**src/rtl/frame_collide_if.sv**
```systemverilog
// Pixel-side bundle between the renderers and frame_collide: aligned-input x/y + RGB, composited VGA out, game status.
// The slave modport is the compositor's view; master is the renderer/driver side.
interface frame_collide_if #(
    parameter int SCORE_W = 8
);
    logic [9:0]         x;
    logic [8:0]         y;
    logic [7:0]         pipe_r;
    logic [7:0]         pipe_g;
    logic [7:0]         pipe_b;
    logic [7:0]         bird_r;
    logic [7:0]         bird_g;
    logic [7:0]         bird_b;
    logic               start;
    logic [7:0]         vga_r;
    logic [7:0]         vga_g;
    logic [7:0]         vga_b;
    logic               frame_end;
    logic               game_active;
    logic               game_over;
    logic               collision;
    logic [SCORE_W-1:0] score;

    modport master (
        output x, y, pipe_r, pipe_g, pipe_b, bird_r, bird_g, bird_b, start,
        input  vga_r, vga_g, vga_b, frame_end, game_active, game_over, collision, score
    );

    modport slave (
        input  x, y, pipe_r, pipe_g, pipe_b, bird_r, bird_g, bird_b, start,
        output vga_r, vga_g, vga_b, frame_end, game_active, game_over, collision, score
    );
endinterface

```
**src/rtl/frame_collide.sv**
```systemverilog
// Composites bird > pipe > sky, tracks per-frame collision/pass flags and runs IDLE/PLAY/OVER; COLLIDE_FLASH_EN adds OVER flashing.
// Latency: vga/frame_end/status are registered, PIX_LAT+1 cycles after the x/y they belong to.
// Backpressure: none; a free-running pixel stream, one pixel per clock.
module frame_collide #(
    parameter logic [23:0] SKY_RGB = 24'h70C5CE,
    parameter logic [9:0]  BIRD_X  = 10'd120,
    parameter logic [8:0]  FLOOR_Y = 9'd470,
    parameter int          SCORE_W = 8,
    parameter int          PIX_LAT = 1
) (
    input  logic            clk,
    input  logic            resetGame,
    frame_collide_if.slave  io
);

    typedef enum logic [1:0] {
        ST_IDLE = 2'd0,
        ST_PLAY = 2'd1,
        ST_OVER = 2'd2
    } state_t;

    state_t state_q, state_d;

    logic [9:0]         xs_q [PIX_LAT];
    logic [8:0]         ys_q [PIX_LAT];
    logic [9:0]         xa;
    logic [8:0]         ya;
    logic [23:0]        bird_rgb, pipe_rgb, comp_rgb;
    logic               bird_on, pipe_on, fe_pix;
    logic               hit_tot, at_tot, start_rise, invert;
    logic               start_q;
    logic [23:0]        vga_q, vga_d;
    logic               frame_end_q;
    logic               collision_q, collision_d;
    logic [SCORE_W-1:0] score_q, score_d;
    logic               hit_f_q, hit_f_d;
    logic               at_col_q, at_col_d;
    logic               at_col_prev_q, at_col_prev_d;

    // Delay x/y so they line up with the renderers' RGB of the same pixel.
    always_ff @(posedge clk or posedge resetGame) begin
        if (resetGame) begin
            for (int i = 0; i < PIX_LAT; i++) begin
                xs_q[i] <= '0;
                ys_q[i] <= '0;
            end
        end else begin
            xs_q[0] <= io.x;
            ys_q[0] <= io.y;
            for (int i = 1; i < PIX_LAT; i++) begin
                xs_q[i] <= xs_q[i-1];
                ys_q[i] <= ys_q[i-1];
            end
        end
    end

    assign xa = xs_q[PIX_LAT-1];
    assign ya = ys_q[PIX_LAT-1];

    assign bird_rgb   = {io.bird_r, io.bird_g, io.bird_b};
    assign pipe_rgb   = {io.pipe_r, io.pipe_g, io.pipe_b};
    assign bird_on    = |bird_rgb;
    assign pipe_on    = |io.pipe_g;
    assign comp_rgb   = bird_on ? bird_rgb : (pipe_on ? pipe_rgb : SKY_RGB);
    assign fe_pix     = (xa == 10'd639) && (ya == 9'd479);
    assign start_rise = io.start & ~start_q;

    // The frame_end pixel itself still counts toward the frame it closes.
    assign hit_tot = hit_f_q  | (bird_on & (pipe_on | (ya >= FLOOR_Y)));
    assign at_tot  = at_col_q | (pipe_on & (xa == BIRD_X));

    always_comb begin
        hit_f_d       = fe_pix ? 1'b0 : hit_tot;
        at_col_d      = fe_pix ? 1'b0 : at_tot;
        at_col_prev_d = fe_pix ? at_tot : at_col_prev_q;
    end

    always_comb begin
        state_d     = state_q;
        score_d     = score_q;
        collision_d = 1'b0;
        case (state_q)
            ST_IDLE: begin
                if (start_rise) begin
                    state_d = ST_PLAY;
                    score_d = '0;
                end
            end
            ST_PLAY: begin
                if (fe_pix) begin
                    if (hit_tot) begin
                        state_d     = ST_OVER;
                        collision_d = 1'b1;
                    end else if (at_col_prev_q && !at_tot && (score_q != '1)) begin
                        score_d = score_q + SCORE_W'(1);
                    end
                end
            end
            ST_OVER: begin
                if (start_rise) begin
                    state_d = ST_IDLE;
                end
            end
            default: state_d = ST_IDLE;
        endcase
    end

`ifdef COLLIDE_FLASH_EN
    logic [3:0] flash_q, flash_d;

    always_comb begin
        flash_d = flash_q;
        if (state_q == ST_PLAY && state_d == ST_OVER) begin
            flash_d = 4'd0;
        end else if (state_q == ST_OVER && fe_pix) begin
            flash_d = flash_q + 4'd1;
        end
    end

    always_ff @(posedge clk or posedge resetGame) begin
        if (resetGame) begin
            flash_q <= 4'd0;
        end else begin
            flash_q <= flash_d;
        end
    end

    assign invert = (state_q == ST_OVER) && flash_q[3];
`else
    assign invert = 1'b0;
`endif

    assign vga_d = invert ? ~comp_rgb : comp_rgb;

    always_ff @(posedge clk or posedge resetGame) begin
        if (resetGame) begin
            state_q       <= ST_IDLE;
            start_q       <= 1'b0;
            vga_q         <= '0;
            frame_end_q   <= 1'b0;
            collision_q   <= 1'b0;
            score_q       <= '0;
            hit_f_q       <= 1'b0;
            at_col_q      <= 1'b0;
            at_col_prev_q <= 1'b0;
        end else begin
            state_q       <= state_d;
            start_q       <= io.start;
            vga_q         <= vga_d;
            frame_end_q   <= fe_pix;
            collision_q   <= collision_d;
            score_q       <= score_d;
            hit_f_q       <= hit_f_d;
            at_col_q      <= at_col_d;
            at_col_prev_q <= at_col_prev_d;
        end
    end

    assign io.vga_r       = vga_q[23:16];
    assign io.vga_g       = vga_q[15:8];
    assign io.vga_b       = vga_q[7:0];
    assign io.frame_end   = frame_end_q;
    assign io.game_active = (state_q == ST_PLAY);
    assign io.game_over   = (state_q == ST_OVER);
    assign io.collision   = collision_q;
    assign io.score       = score_q;

endmodule

```
**src/flat_wrapper.sv**
```systemverilog
// flat-port wrapper written by rule: the top's interface ports become plain ports
module frame_collide_flat 
#(
    parameter logic [23:0] SKY_RGB = 24'h70C5CE,
    parameter logic [9:0]  BIRD_X  = 10'd120,
    parameter logic [8:0]  FLOOR_Y = 9'd470,
    parameter int          SCORE_W = 8,
    parameter int          PIX_LAT = 1
)
  (clk, resetGame, io_x, io_y, io_pipe_r, io_pipe_g, io_pipe_b, io_bird_r, io_bird_g, io_bird_b, io_start, io_vga_r, io_vga_g, io_vga_b, io_frame_end, io_game_active, io_game_over, io_collision, io_score);
  frame_collide_if #(.SCORE_W(SCORE_W)) io_i ();
  input  logic clk;
  input  logic resetGame;
  input wire logic [$bits(io_i.x)-1:0] io_x;
  input wire logic [$bits(io_i.y)-1:0] io_y;
  input wire logic [$bits(io_i.pipe_r)-1:0] io_pipe_r;
  input wire logic [$bits(io_i.pipe_g)-1:0] io_pipe_g;
  input wire logic [$bits(io_i.pipe_b)-1:0] io_pipe_b;
  input wire logic [$bits(io_i.bird_r)-1:0] io_bird_r;
  input wire logic [$bits(io_i.bird_g)-1:0] io_bird_g;
  input wire logic [$bits(io_i.bird_b)-1:0] io_bird_b;
  input wire logic [$bits(io_i.start)-1:0] io_start;
  output wire logic [$bits(io_i.vga_r)-1:0] io_vga_r;
  output wire logic [$bits(io_i.vga_g)-1:0] io_vga_g;
  output wire logic [$bits(io_i.vga_b)-1:0] io_vga_b;
  output wire logic [$bits(io_i.frame_end)-1:0] io_frame_end;
  output wire logic [$bits(io_i.game_active)-1:0] io_game_active;
  output wire logic [$bits(io_i.game_over)-1:0] io_game_over;
  output wire logic [$bits(io_i.collision)-1:0] io_collision;
  output wire logic [$bits(io_i.score)-1:0] io_score;
  assign io_i.x = io_x;
  assign io_i.y = io_y;
  assign io_i.pipe_r = io_pipe_r;
  assign io_i.pipe_g = io_pipe_g;
  assign io_i.pipe_b = io_pipe_b;
  assign io_i.bird_r = io_bird_r;
  assign io_i.bird_g = io_bird_g;
  assign io_i.bird_b = io_bird_b;
  assign io_i.start = io_start;
  assign io_vga_r = io_i.vga_r;
  assign io_vga_g = io_i.vga_g;
  assign io_vga_b = io_i.vga_b;
  assign io_frame_end = io_i.frame_end;
  assign io_game_active = io_i.game_active;
  assign io_game_over = io_i.game_over;
  assign io_collision = io_i.collision;
  assign io_score = io_i.score;
  frame_collide #(.SKY_RGB(SKY_RGB), .BIRD_X(BIRD_X), .FLOOR_Y(FLOOR_Y), .SCORE_W(SCORE_W), .PIX_LAT(PIX_LAT)) u_core (.clk(clk), .resetGame(resetGame), .io(io_i));
endmodule
```
**config.mk**
```make
export PLATFORM = sky130hd
export DESIGN_NAME = frame_collide_flat
export DESIGN_NICKNAME = d
export VERILOG_FILES = /design/src/rtl/frame_collide_if.sv /design/src/rtl/frame_collide.sv /design/src/flat_wrapper.sv
export SDC_FILE = /design/constraint.sdc
export NUM_CORES = 1
export LEC_CHECK = 0
export ABC_CLOCK_PERIOD_IN_PS = 2000
export CAP_MARGIN = 0
export CORE_MARGIN = 1.5
export CORE_UTILIZATION = 38
export DETAILED_ROUTE_END_ITERATION = 7
export PLACE_DENSITY = 0.77
export SLEW_MARGIN = 20
export SYNTH_ARGS = -nofsm -noshare
export SYNTH_HDL_FRONTEND = slang
export SYNTH_SLANG_ARGS = --single-unit
export TNS_END_PERCENT = 100
```
**constraint.sdc**
```tcl
create_clock -name clk -period 2 [get_ports clk]
set_input_delay 0.5 -clock clk [delete_from_list [all_inputs] [get_ports clk]]
set_output_delay 0.5 -clock clk [all_outputs]
set_load 0.05 [all_outputs]
```
==> Word-level counts from Yosys, hierarchy flattened <==
Cells that the tools add are included.
{ "totals": {"output_inout_bits": 36, "inputBits": 70, "word_cells": 59, "reg_bits": 59} }
{ "classes": {"order_cmp": 1, "bitwise": 7, "eq_ne": 12, "add_sub_neg": 1, "n_mux": 17, "n_reduce_logical": 10} }
{ "op_table": {"columns": ["operator", "n"], "rows": [
  ["24-bit 2-to-1 mux", 2],
  ["8-bit 2-to-1 mux", 4],
  ["24-bit OR reduction", 1],
  ["8-bit case mux with 2 select lines", 1],
  ["10-bit == test (second input constant)", 1],
  ["10-bit by 7-bit == test with 1-bit output (second input constant)", 1],
  ["2-bit by 1-bit != test with 1-bit output (second input constant)", 5],
  ["9-bit == test (second input constant)", 1],
  ["9-bit greater-or-equal comparator (second input constant)", 1],
  ["8-bit by 1-bit adder with 8-bit output (second input constant)", 1],
  ["2-bit 2-to-1 mux", 4],
  ["8-bit != test (second input constant)", 1],
  ["8-bit OR reduction", 1],
  ["2-bit case mux with 3 select lines", 1],
  ["1-bit 2-to-1 mux", 5],
  ["5-bit AND reduction", 1],
  ["4-bit AND reduction", 1],
  ["1-bit bitwise AND", 3],
  ["1-bit logical AND", 3],
  ["1-bit OR", 3],
  ["2-bit by 1-bit == test with 1-bit output (second input constant)", 1],
  ["2-bit == test (second input constant)", 1],
  ["2-bit logical NOT", 1],
  ["2-bit != test (second input constant)", 1],
  ["3 further kinds", 3]
]} }

==> Depth between registers and ports, before layout <==
{ "logic_depth": {"depth_word": 10, "ltp_mapped": 8, "ltp_nobuf": 7} }

==> Worst setup path after synthesis <==
Ideal clock, no wire load.
{ "synth_path": {"kind": "reg2reg", "from": "register u_core.score_q[0], in the netlist u_core.io.score[0]", "to": "register u_core.score_q[4], in the netlist u_core.io.score[4]", "required_ns": 1.874, "path_buffers": 1, "setup_time_ns": 0.126, "slack_ns": -0.374, "stages_incl_launch_ff": 9, "t_arrival_ns": 2.248, "synth_period_minus_slack_ns": 2.374, "path_cell_list": "dfrtp_1 > ha_1 > nand3_2 > o311a_1 > and4_4 > and2_4 > buf_6 > and3_4 > a221o_1"} }
{ "synth_between": {"elab_chain_len": 5, "elab_cells_between_ends": 9, "cone_classes": "add/sub (1); eq/ne (2); mux (4); reduce/logical (2)"} }
{ "synth_rtl": {"columns": ["item", "line", "text"], "rows": [
  ["start, declared", "frame_collide.sv:35", "logic [SCORE_W-1:0] score_q, score_d;"],
  ["start signal, assigned", "frame_collide.sv:152", "score_q <= score_d;"],
  ["8-bit by 1-bit adder with 8-bit output", "frame_collide.sv:95", "score_d = score_q + SCORE_W'(1);"],
  ["8-bit 2-to-1 mux", "frame_collide.sv:94", "end else if (at_col_prev_q && !at_tot && (score_q != '1)) begin"],
  ["8-bit 2-to-1 mux", "frame_collide.sv:91", "if (hit_tot) begin"],
  ["8-bit 2-to-1 mux", "frame_collide.sv:90", "if (fe_pix) begin"],
  ["8-bit case mux with 2 select lines", "frame_collide.sv:82", "case (state_q)"]
]} }
Several ways; a longest one is shown, not always the timed one. The select of a mux whose other input is x is not followed.
A chain may end at the register's enable or synchronous reset.

==> Worst setup path in the final report <==
{ "layout_path": {"from": "input io_bird_r[7]", "to": "register u_core.score_q[7], in the netlist u_core.io.score[7]"} }
{ "layout_between": {"elab_chain_len": 5} }
{ "layout_rtl": {"columns": ["item", "line", "text"], "rows": [
  ["start, declared", "flat_wrapper.sv:19", "input wire logic [$bits(io_i.bird_r)-1:0] io_bird_r;"],
  ["24-bit OR reduction", "frame_collide.sv:62", "assign bird_on = |bird_rgb;"],
  ["1-bit bitwise AND", "frame_collide.sv:69", "assign hit_tot = hit_f_q | (bird_on & (pipe_on | (ya >= FLOOR_Y)));"],
  ["1-bit OR", "frame_collide.sv:69", null],
  ["2-bit != test (no source line)", null, null],
  ["5-bit AND reduction (no source line)", null, null]
]} }
Every way passes these cells.

==> results by group <==
Status
  – Status: completed

Global route
  – Grt total ovfl: 0
  – Vias in the first global route: ~2.2k
  – GRT Resource Usage Total: about a fifth
  – First-pass GRT wire length: 10200 um
  – Initial antenna violation count: 0
  – Largest net degree at the start of global routing: 60

Route
  – 1st-pass router iterations: 4
  – Average via count per standard cell: approximately 5.0
  – Final wirelength: ~6400 um
  – Antenna-violating nets left: 0
  – Routed WL per cell: 15.1 um
  – Number of remaining DRC errors: 0
  – DRT iter0 DRCs: 61
  – Via count: ~2.1k

CTS
  – H-tree levels: 3
  – CTS Buffer Depth: 2
  – TritonCTS clock tree: built
  – Worst-Skew Late Latency: 0.33 ns
  – CTS Root Cell: clkbuf_8
  – Cts bufs inserted: 9
  – Clk slew on worst S/H paths: approximately 0.060 ns
  – Cts hold-fix bufs: 0
  – Clock Sinks: approximately 60

STA
  – Final TNS setup: 0 ns
  – Final Hold Fails: 0
  – Clock Skew: between 0.006 and 0.007 ns
  – Peak Freq: just over 500 MHz
  – Setup repair after global routing missed its margin: true
  – Slew Viols, Final: 0
  – Period utilization: just under 100%
  – Worst-Margin Slew: approximately 0.53 ns
  – Rel. slew slack: between 60% and 70%
  – Final worst path period need: ~2 ns
  – Final Setup Violations: 0

Placement
  – Placer congestion estimate: approximately 0.84
  – Dpl hpwl: 4770 um
  – IO buf count: 105

Yosys
  – Top cells by area, synth: dfrtp_1 (62%), a21o_1 (4.7%), nor2_1 (4.1%)
  – Share of the synthesized area in the top cell type: approximately three fifths
  – Netlist cell types: 42
  – Most frequent cell after synthesis: dfrtp_1
  – Commonest cells in the netlist: dfrtp_1 (59), nor2_1 (26), a21o_1 (15), nand2_1 (12), o21bai_1 (12)
  – Cells after Synth: 200
  – YS warnings: 0
  – Post-synth EDFFs: 0
  – Syn nets: ~270
  – Area leader, netlist: dfrtp_1
  – Post-synth ARST share: 100%
  – Post-synthesis sequential area ratio: between 60% and 70%
  – FF+latch count, synth: a little under 60
  – Mean post-synth cell area: around 12 um2
  – Post-Synthesis Cell Area: roughly 0.0024 mm2
  – Top FF cell, synth: dfrtp_1

Finish
  – Area Growth Syn to Fin: 69.3%
  – Final core occ: 67.7%
  – # diodes: 0
  – Share of cells above drive strength 1: 32.4%
  – Final net count: around 420

Worst setup path
  – Max Fanout on Critical Path: 8
  – WP data arrival: 2.20 ns
  – Critical path cell sequence: clkdlybuf4s15_1 -> nor4_2 -> nand4_1 -> o22ai_4 -> nand4b_4 -> a21o_4 -> a221o_1
  – Crit start category: input pin
  – Worst setup EP type: flop
  – CP Buf/Inv Count: 1
  – WS Path Type: input pin to flop
  – Top delay family on crit path: compound AO/OA/AOI/OAI gates
  – Data required, critical path: roughly 2.2 ns
  – Slowest CP cell: a221o_1
  – Crit-path max cell delay: about 0.34 ns

Die
  – Die Ht: a little over 80 um
  – Core box area: roughly 0.0060 mm2
  – Die width: 82.4 um
  – Top-level port count: about 110
  – Die area: just under 0.007 mm2
  – Initial Utilization: roughly two fifths
  – Rows: 28

Worst hold path
  – Hold Path Class: input pin to flop

Run
  – Max-cap violation count: 0

Power
  – Total power draw: 0.00278 W
  – P per Cell Area: ~690 mW/mm2
  – Static leakage: 1.96 nW
  – VDD IR max: 0.537 mV
-- worst register-to-register path: cells and delay by family (launching register included) --
family | cells | cell delay [ns]
AO/OA/AOI/OAI | 2 | 0.65
AND/OR/NAND/NOR | 4 | 0.56
flip-flops | 1 | 0.39
adder cells (fa/ha/maj) | 1 | 0.14
buffers and inverters | 1 | 0.11
-- worst paths after layout --
check	start	endpoint	slack (ns)	cells past startpoint
max	io_bird_r[7]	u_core.io.score[7]	0.01	7
min	io_bird_r[0]	u_core.vga_q[16]	0.41	2
max in group asynchronous	resetGame	u_core.io.score[4]	1.18	3
min reg2reg	u_core.at_col_prev_q	u_core.at_col_prev_q	0.52	2
max reg2reg	u_core.io.score[0]	u_core.io.score[5]	0.02	8
min in group asynchronous	resetGame	u_core.vga_q[19]	0.55	3
-- what timing repair did --
item                                    CTS  global route
gates resized for setup                  53            45
endpoints found under the setup margin   15            30
setup buffers                             2             5
hold endpoints to repair                  0             0
pin swaps                                20            23
-- cell families after synthesis --
logic type | after synthesis | share of synthesized area, %
simple gates | 84 | 20.2
fa+ha+maj | 1 | 0.522
compound gates | 44 | 14.8
flops | 59 | 61.7
mux | 2 | 0.888
buf+inv | 10 | 1.93
-- layout by cell type, fill, tap and decap left out, drive strengths merged, types with 3 or more instances in the layout --
cell type / synthesis / final
nor3: 4 / 4
nand3: 4 / 4
clkbuf: 4 / 27
nor2: 26 / 26
nand2: 12 / 12
a21o: 15 / 15
clkdlybuf4s15: 0 / 6
nor4: 9 / 9
dlymetal6s2s: 0 / 11
dlygate4sd2: 0 / 11
nand4: 4 / 4
dfrtp: 59 / 59
and2: 3 / 3
a221o: 5 / 5
and3: 6 / 6
inv: 4 / 4
buf: 2 / 56
a31oi: 4 / 4
clkdlybuf4s50: 0 / 43
nor2b: 5 / 5
o21bai: 12 / 12
-- report_power, final --
group / internal, W / total (W) / switching (W)
Clock: 0.000736 / 0.00117 / 0.000429
Sequential: 0.00124 / 0.00125 / 0.0000142
Combinational: 0.000174 / 0.000362 / 0.000188
-- flip-flops by register name, indices dropped and copies added, names as in the netlist --
register              count
u_core.ya                 9
u_core.start_q            1
u_core.io.frame_end       1
u_core.state_q            2
u_core.io.collision       1
u_core.at_col_q           1
u_core.io.score           8
u_core.hit_f_q            1
u_core.vga_q             24
u_core.at_col_prev_q      1
u_core.xa                10
-- final cells by class --
cell class,instances,area (um2)
clock buffers,12,145
multi-input cells,131,968
repair buffers,142,1270
flip-flops and latches,59,1480
well taps,75,93.8
fillers,437,1940
inverters,4,15.0
clock inverters,4,73.8
-- metal layers --
layer	GRT usage, %	wire length [um]	part of all wire, %
met1	22.2	2490	39
met2	37.6	3490	54
met3	6.37	321	5.0
met4	8.98	143	2.2
met5	0	0	0
-- per-stage QoR --
stage               area, um2  hold WS (ns)  std cells  setup slack [ns]
finish                   4050         0.406        427            0.0121
global placement         3740         0.487        404            -0.663
global route             4050         0.386        427           -0.0410
floorplan                2410         0.450        200           -0.0885
CTS                      4020         0.495        422           0.00325
detailed placement       3740         0.500        404            -0.681
Power figures use the tool's default switching activity.
